`src/rtl/dmem_pkg.sv`:
```
// Shared types and constants for the MEM-stage data-memory responder.
// Holds the funct3 size codes, FSM state, request record and request legality check.
package dmem_pkg;

   localparam int DMEM_ADDR_W = 9;
   localparam int DMEM_DATA_W = 32;

   localparam logic [2:0] F3_B  = 3'b000;
   localparam logic [2:0] F3_H  = 3'b001;
   localparam logic [2:0] F3_W  = 3'b010;
   localparam logic [2:0] F3_BU = 3'b100;
   localparam logic [2:0] F3_HU = 3'b101;

   typedef enum logic [1:0] {
      IDLE = 2'd0,
      WAIT = 2'd1,
      DONE = 2'd2
   } dmem_state_e;

   typedef enum logic {
      OP_LOAD  = 1'b0,
      OP_STORE = 1'b1
   } dmem_op_e;

   typedef struct packed {
      dmem_op_e               op;
      logic [DMEM_ADDR_W-1:0] addr;
      logic [DMEM_DATA_W-1:0] wdata;
      logic [2:0]             funct3;
   } dmem_req_t;

   // True when the request must be answered with resp_err and no array access.
   function automatic logic req_is_err(input logic       rd,
                                       input logic       wr,
                                       input logic [1:0] addr_lo,
                                       input logic [2:0] f3);
      logic err;
      err = 1'b0;
      if (rd && wr) begin
         err = 1'b1;
      end else if (rd) begin
         case (f3)
            F3_B, F3_BU: err = 1'b0;
            F3_H, F3_HU: err = addr_lo[0];
            F3_W:        err = |addr_lo;
            default:     err = 1'b1;
         endcase
      end else begin
         case (f3)
            F3_B:    err = 1'b0;
            F3_H:    err = addr_lo[0];
            F3_W:    err = |addr_lo;
            default: err = 1'b1;
         endcase
      end
      return err;
   endfunction

endpackage

```
`src/rtl/dmem_load_align.sv`:
```
// Little-endian lane steering: load extraction with sign/zero extension,
// plus store byte-enables and lane-replicated store data.
module dmem_load_align
   import dmem_pkg::*;
(
   input  logic [31:0] word_i,
   input  logic [1:0]  addr_lo_i,
   input  logic [2:0]  funct3_i,
   input  logic [31:0] wdata_i,
   output logic [31:0] load_data_o,
   output logic [3:0]  byte_en_o,
   output logic [31:0] wdata_rep_o
);

   logic [7:0]  byte_sel;
   logic [15:0] half_sel;

   always_comb begin
      byte_sel = '0;
      case (addr_lo_i)
         2'd0:    byte_sel = word_i[7:0];
         2'd1:    byte_sel = word_i[15:8];
         2'd2:    byte_sel = word_i[23:16];
         default: byte_sel = word_i[31:24];
      endcase
      half_sel = addr_lo_i[1] ? word_i[31:16] : word_i[15:0];
   end

   always_comb begin
      load_data_o = word_i;
      byte_en_o   = 4'b0000;
      wdata_rep_o = wdata_i;
      case (funct3_i)
         F3_B: begin
            load_data_o = {{24{byte_sel[7]}}, byte_sel};
            byte_en_o   = 4'b0001 << addr_lo_i;
            wdata_rep_o = {4{wdata_i[7:0]}};
         end
         F3_BU: load_data_o = {24'd0, byte_sel};
         F3_H: begin
            load_data_o = {{16{half_sel[15]}}, half_sel};
            byte_en_o   = addr_lo_i[1] ? 4'b1100 : 4'b0011;
            wdata_rep_o = {2{wdata_i[15:0]}};
         end
         F3_HU: load_data_o = {16'd0, half_sel};
         F3_W:  byte_en_o   = 4'b1111;
         default: ;
      endcase
   end

endmodule

```
`src/rtl/dmem_responder.sv`:
```
// Target side of the MEM-stage load/store port: accepts one request, stalls for
// LAT wait cycles, commits on the edge into DONE and strobes a one-cycle response.
module dmem_responder
   import dmem_pkg::*;
#(
   parameter int ADDR_W = DMEM_ADDR_W,
   parameter int DATA_W = DMEM_DATA_W,
   parameter int DEPTH  = 128,
   parameter int LAT    = 2
) (
   input  logic              clk,
   input  logic              reset,
   input  logic              req_read,
   input  logic              req_write,
   input  logic [ADDR_W-1:0] req_addr,
   input  logic [DATA_W-1:0] req_wdata,
   input  logic [2:0]        req_funct3,
   output logic              busy,
   output logic              resp_valid,
   output logic              resp_err,
   output logic [DATA_W-1:0] resp_rdata,
   output dmem_state_e       dbg_state
);

   // Handshake: the pipeline holds req_* stable while busy=1; resp_valid is a
   // single-cycle strobe in DONE, qualified by resp_err; a request is taken only in IDLE.

   dmem_state_e       state_q;
   logic [2:0]        cnt_q;
   dmem_req_t         req_q;
   logic              resp_valid_q;
   logic              resp_err_q;
   logic [DATA_W-1:0] rdata_q;

   logic [DATA_W-1:0] mem_q [DEPTH];

   logic              req_any;
   logic              in_err;
   dmem_req_t         in_req;
   dmem_req_t         cmt_req;
   logic [ADDR_W-3:0] word_idx;
   logic [31:0]       rd_word;
   logic [31:0]       load_data;
   logic [3:0]        byte_en;
   logic [31:0]       wdata_rep;
   logic              commit;
   logic              mem_we;

   assign req_any = req_read | req_write;
   assign in_err  = req_is_err(req_read, req_write, req_addr[1:0], req_funct3);
   assign in_req  = '{op: (req_write ? OP_STORE : OP_LOAD), addr: req_addr,
                      wdata: req_wdata, funct3: req_funct3};

   // With LAT=0 the commit edge is the acceptance edge, so the live inputs are used.
   assign cmt_req  = (state_q == IDLE) ? in_req : req_q;
   assign word_idx = cmt_req.addr[ADDR_W-1:2];
   assign rd_word  = mem_q[word_idx];

   dmem_load_align u_align (
      .word_i      (rd_word),
      .addr_lo_i   (cmt_req.addr[1:0]),
      .funct3_i    (cmt_req.funct3),
      .wdata_i     (cmt_req.wdata),
      .load_data_o (load_data),
      .byte_en_o   (byte_en),
      .wdata_rep_o (wdata_rep)
   );

   assign commit = reset &&
                   (((state_q == IDLE) && req_any && !in_err && (LAT == 0)) ||
                    ((state_q == WAIT) && (cnt_q == 3'd0)));
   assign mem_we = commit && (cmt_req.op == OP_STORE);

   always_ff @(posedge clk) begin
      if (mem_we) begin
         for (int i = 0; i < 4; i++) begin
            if (byte_en[i]) mem_q[word_idx][8*i +: 8] <= wdata_rep[8*i +: 8];
         end
      end
   end

   always_ff @(posedge clk or negedge reset) begin
      if (!reset) begin
         state_q      <= IDLE;
         cnt_q        <= 3'd0;
         req_q        <= '0;
         resp_valid_q <= 1'b0;
         resp_err_q   <= 1'b0;
         rdata_q      <= '0;
      end else begin
         resp_valid_q <= 1'b0;
         resp_err_q   <= 1'b0;
         case (state_q)
            IDLE: begin
               if (req_any) begin
                  req_q <= in_req;
                  if (in_err) begin
                     state_q      <= DONE;
                     resp_valid_q <= 1'b1;
                     resp_err_q   <= 1'b1;
                  end else if (LAT == 0) begin
                     state_q      <= DONE;
                     resp_valid_q <= 1'b1;
                     if (in_req.op == OP_LOAD) rdata_q <= load_data;
                  end else begin
                     state_q <= WAIT;
                     cnt_q   <= 3'(LAT - 1);
                  end
               end
            end
            WAIT: begin
               if (cnt_q == 3'd0) begin
                  state_q      <= DONE;
                  resp_valid_q <= 1'b1;
                  if (req_q.op == OP_LOAD) rdata_q <= load_data;
               end else begin
                  cnt_q <= cnt_q - 3'd1;
               end
            end
            DONE:    state_q <= IDLE;
            default: state_q <= IDLE;
         endcase
      end
   end

   assign busy       = reset && (((state_q == IDLE) && req_any) || (state_q == WAIT));
   assign resp_valid = resp_valid_q;
   assign resp_err   = resp_err_q;
   assign resp_rdata = rdata_q;
   assign dbg_state  = state_q;

endmodule
```
`config.mk`:
```
export PLATFORM = sky130hd
export DESIGN_NAME = dmem_responder
export DESIGN_NICKNAME = d
export VERILOG_FILES = /design/src/rtl/dmem_pkg.sv /design/src/rtl/dmem_load_align.sv /design/src/rtl/dmem_responder.sv
export SDC_FILE = /design/constraint.sdc
export NUM_CORES = 2
export LEC_CHECK = 0
export ABC_AREA = 1
export CORE_AREA = 3 3 610 612
export DETAILED_ROUTE_END_ITERATION = 7
export DIE_AREA = 0 0 613 615
export GPL_ROUTABILITY_DRIVEN = 0
export PLACE_DENSITY = 0.62
export SYNTH_ARGS = -nofsm -noshare
export SYNTH_HDL_FRONTEND = slang
export SYNTH_SLANG_ARGS = --single-unit
```
`constraint.sdc`:
```
create_clock -name clk -period 13.6 [get_ports clk]
set_input_delay 2.04 -clock clk [delete_from_list [all_inputs] [get_ports clk]]
set_output_delay 2.04 -clock clk [all_outputs]
set_load 0.05 [all_outputs]
```
==> impl_results.md <==
- Post-Syn Area per Cell: 12.5 um^2
- CTS Hold Buffers Added: 0
- Number of synthesized register bits: 4180
- Data required, critical path: 14210 ps
- Class of the most critical setup path: in2reg
- CP Launch Type: input pin
- Final ANT Viol Nets: 0
- CTS Root Cell: clkbuf_16
- Gate Count Post-Synth: 13200
- Initial Util: 44.8%
- Inserted Clock Buffers: 428
- Vias in the first global route: 102000
- CP max FO: 48
- Post-synthesis cell area: 165000 um^2
- F_max: 129 MHz
- Seq/Total Area, Yosys: 75.9%
- Rows: 223
- Critical path, cell by cell: clkdlybuf4s50_1, inv_1, nand2_1, o21ai_2, buf_4, inv_2, nor2_1, nand2_1, nand2_2, inv_1, a21oi_2, nand2_4, buf_4, buf_4, nor2_1
- CTS max path bufs: 4
- Leak Pwr: 63.0 nW
- Power Dens Cells: 277 nW/um^2
- Post-DR wirelength/cell: 29.7 um
- Worst path max stage delay: 1170 ps
- CP top delay family: simple AND/OR/NAND/NOR gates
- Pins over their slew limit: 0
- Largest net degree at the start of global routing: 151
- Vias per cell: 5.91
- Failing checks: design-rule violations
- Synth Net Count: 13300
- Initial antenna violation count: 38
- CTS-repair resized insts: 0
- CP Capture Type: flop
- Slowest CP cell: nor2_1
- Clk slew on worst S/H paths: 60 ps
- Netlist cell types: 44
- Post-route DRC: 3
- Total GRT Usage: 28.4%
- CTS H-tree lvls: 5
- Chip width: 613 um
- Final hold vios: 0
- CTS tree: built
- Worst Hold Class: reg2reg
- Port bufs: 84
- Setup Skew: 73.3 ps
- RSZ-0062 raised after global routing: false
- Maximum vdd drop: 403 uV
- Outcome: finished, violations left
- Max Cap Viol: 0
- Fraction of layout cells with a size suffix above 1: 7.29%
- Die area: 377000 um^2
- Global route overflow: 0
- Worst EP arrival: 8350 ps
- Setup TNS: 0 ps
- I/O Pins: 85
- Most used cell, CP: buf_4
- WP buf/inv: 7
- Clock period minus worst slack: 7740 ps
- Post-CTS Repair Setup Buffers: 0
- Inst Count DP: 17600
- Fin nets: 13300
- CTS sink count: 4180
- DP Wirelength: 339000 um
- Core Area: 368000 um^2
- Number of DRC markers in iteration 0: 16900
- Die height: 615 um
- Final setup violating endpoints: 0
- Detailed Route WL: 548000 um
- First-pass GRT wire length: 767000 um
- Yosys warning count: 0
- Final Cycle Share: 56.9%
- DR vias: 109000
- Tot Pwr: 51.1 mW
- Slew @ Worst Pin: 1450 ps
- Layout Area Growth over Synthesis: 12.1%
- Min Hold Slack: 480 ps
- Worst slew margin: 3.30%
- DRT Pass-1 Iters: 8
- Non-filler cells, final: 18400
- Clock Latency Late Sink: 1020 ps
-- final cells by class --
type	count	area [um^2]
Fill cell	31200	183000
Sequential cell	4180	125000
Multi-Input combinational cell	8011	35500
Clock buffer	511	11200
Tap cell	4837	6050
Clock inverter	282	2820
Timing Repair Buffer	301	2820
Inverter	301	1140
Antenna cell	23	57.6
-- layer usage --
metal	track usage, %	vias to the layer above	share of wire (%)
li1	-	46500	-
met1	38.8	53800	38
met2	41.7	7237	44
met3	7.88	1310	13
met4	14.3	42	6.1
met5	0.102	-	0.055
-- state kept, by name (all words and copies together) (netlist names) --
register	flops
mem_q	4096
req_q	45
resp_rdata	32
cnt_q	3
dbg_state	2
resp_err	1
resp_valid	1
-- worst paths after layout --
kind	depth (start not counted)	end	slack, ps	from
setup / recovery	15	mem_q[121][18]	5860	req_funct3[1]
hold / removal	2	req_q[17]	480	req_q[17]
setup reg to reg	16	mem_q[121][18]	6040	dbg_state[0]
hold reg to reg	2	req_q[17]	480	req_q[17]
max in group asynchronous	3	resp_rdata[28]	11130	reset
min in group asynchronous	1	req_q[20]	910	reset
-- cell families (layout without fill, tap and decap cells) --
kind of cell               Yosys count  after routing  share of synthesized area, %
and+or+nand+nor                   6316           6316                          15.1
AOI/OAI and AO/OA                 1693           1693                          6.03
DFF                               4180           4180                          75.9
adders and majority gates            2              2                        0.0152
other                                0             23                             0
buffers and inverters             1016           1395                          2.92
-- cells in the mapped netlist --
master	count	area share, %
nand2_4	6	0.041
o22ai_1	503	1.9
clkinv_1	2	0.0046
nand3_4	2	0.021
nor3_1	25	0.076
buf_1	18	0.041
o21ai_2	1	0.0053
a21oi_1	165	0.50
clkbuf_1	164	0.37
nor4_1	3	0.011
o211ai_1	40	0.18
o31ai_1	26	0.12
nand3b_1	18	0.082
nor2_2	9	0.034
or2_1	1	0.0038
o21ai_1	110	0.33
nand3_1	315	0.96
edfxtp_1	4096	75
o22a_1	132	0.70
o221ai_1	12	0.064
o21ai_0	665	2.0
inv_1	290	0.66
or2_2	58	0.22
or2_0	2	0.0076
a221oi_1	1	0.0053
inv_2	9	0.021
o21a_1	15	0.068
a21bo_2	2	0.012
a21boi_0	1	0.0046
o2111ai_1	9	0.048
a31oi_1	9	0.034
buf_2	424	1.3
a21oi_2	1	0.0053
dfrtp_1	84	1.3
nor2_4	3	0.021
o21ai_4	1	0.0099
ha_1	2	0.015
nand2_1	1877	4.3
buf_4	94	0.43
nand4_1	146	0.55
buf_6	15	0.10
nand2_2	12	0.046
nor2_1	3838	8.7
nand3_2	1	0.0061
-- worst min-delay path, cell delays in order (launching register included) --
cell and delay, ps:
dfrtp_1 340, nand2_1 50, o21ai_0 60
-- cell usage in the layout, fill, tap and decap left out, types with 6 or more instances in the layout --
master and n:
edfxtp_1 4096, nor2_1 3823, nand2_1 1871, o21ai_0 635, o22ai_1 503, clkbuf_16 433, nand3_1 315, inv_1 288
buf_4 190, a21oi_1 165, nand4_1 146, o22a_1 132, o21ai_1 113, clkinv_1 110, dfrtp_1 84, clkinv_2 83
clkdlybuf4s50_1 83, clkbuf_1 72, or2_2 58, bufinv_16 48, o211ai_1 40, buf_12 28, o21ai_4 26, o31ai_1 26
nor3_1 25, diode_2 23, nand3b_1 18, o21a_1 15, nor2_2 14, nor2_4 13, clkinvlp_4 13, nand2_8 12
inv_6 10, a31oi_1 9, o2111ai_1 9, inv_2 8, nand2_2 7, o221ai_1 7, clkinv_4 7, clkbuf_8 6
-- through the flow --
stage | instance area, um^2 | setup WS [ps] | utilization, %
5_1_grt | 185000 | 5830 | 50.2
4_1_cts | 185000 | 6350 | 50.2
3_5_place_dp | 171000 | 5300 | 46.3
2_1_floorplan | 165000 | 2180 | -
6_report | 185000 | 5860 | 50.2
3_3_place_gp | 171000 | 5330 | 46.3
-- where the power goes --
group | switching, mW | internal [mW]
logic | 16.8 | 3.89
clock network | 5.07 | 6.78
registers | 0.142 | 18.4
total | 22.0 | 29.1
Note: power is estimated with default switching activity, not from simulation.
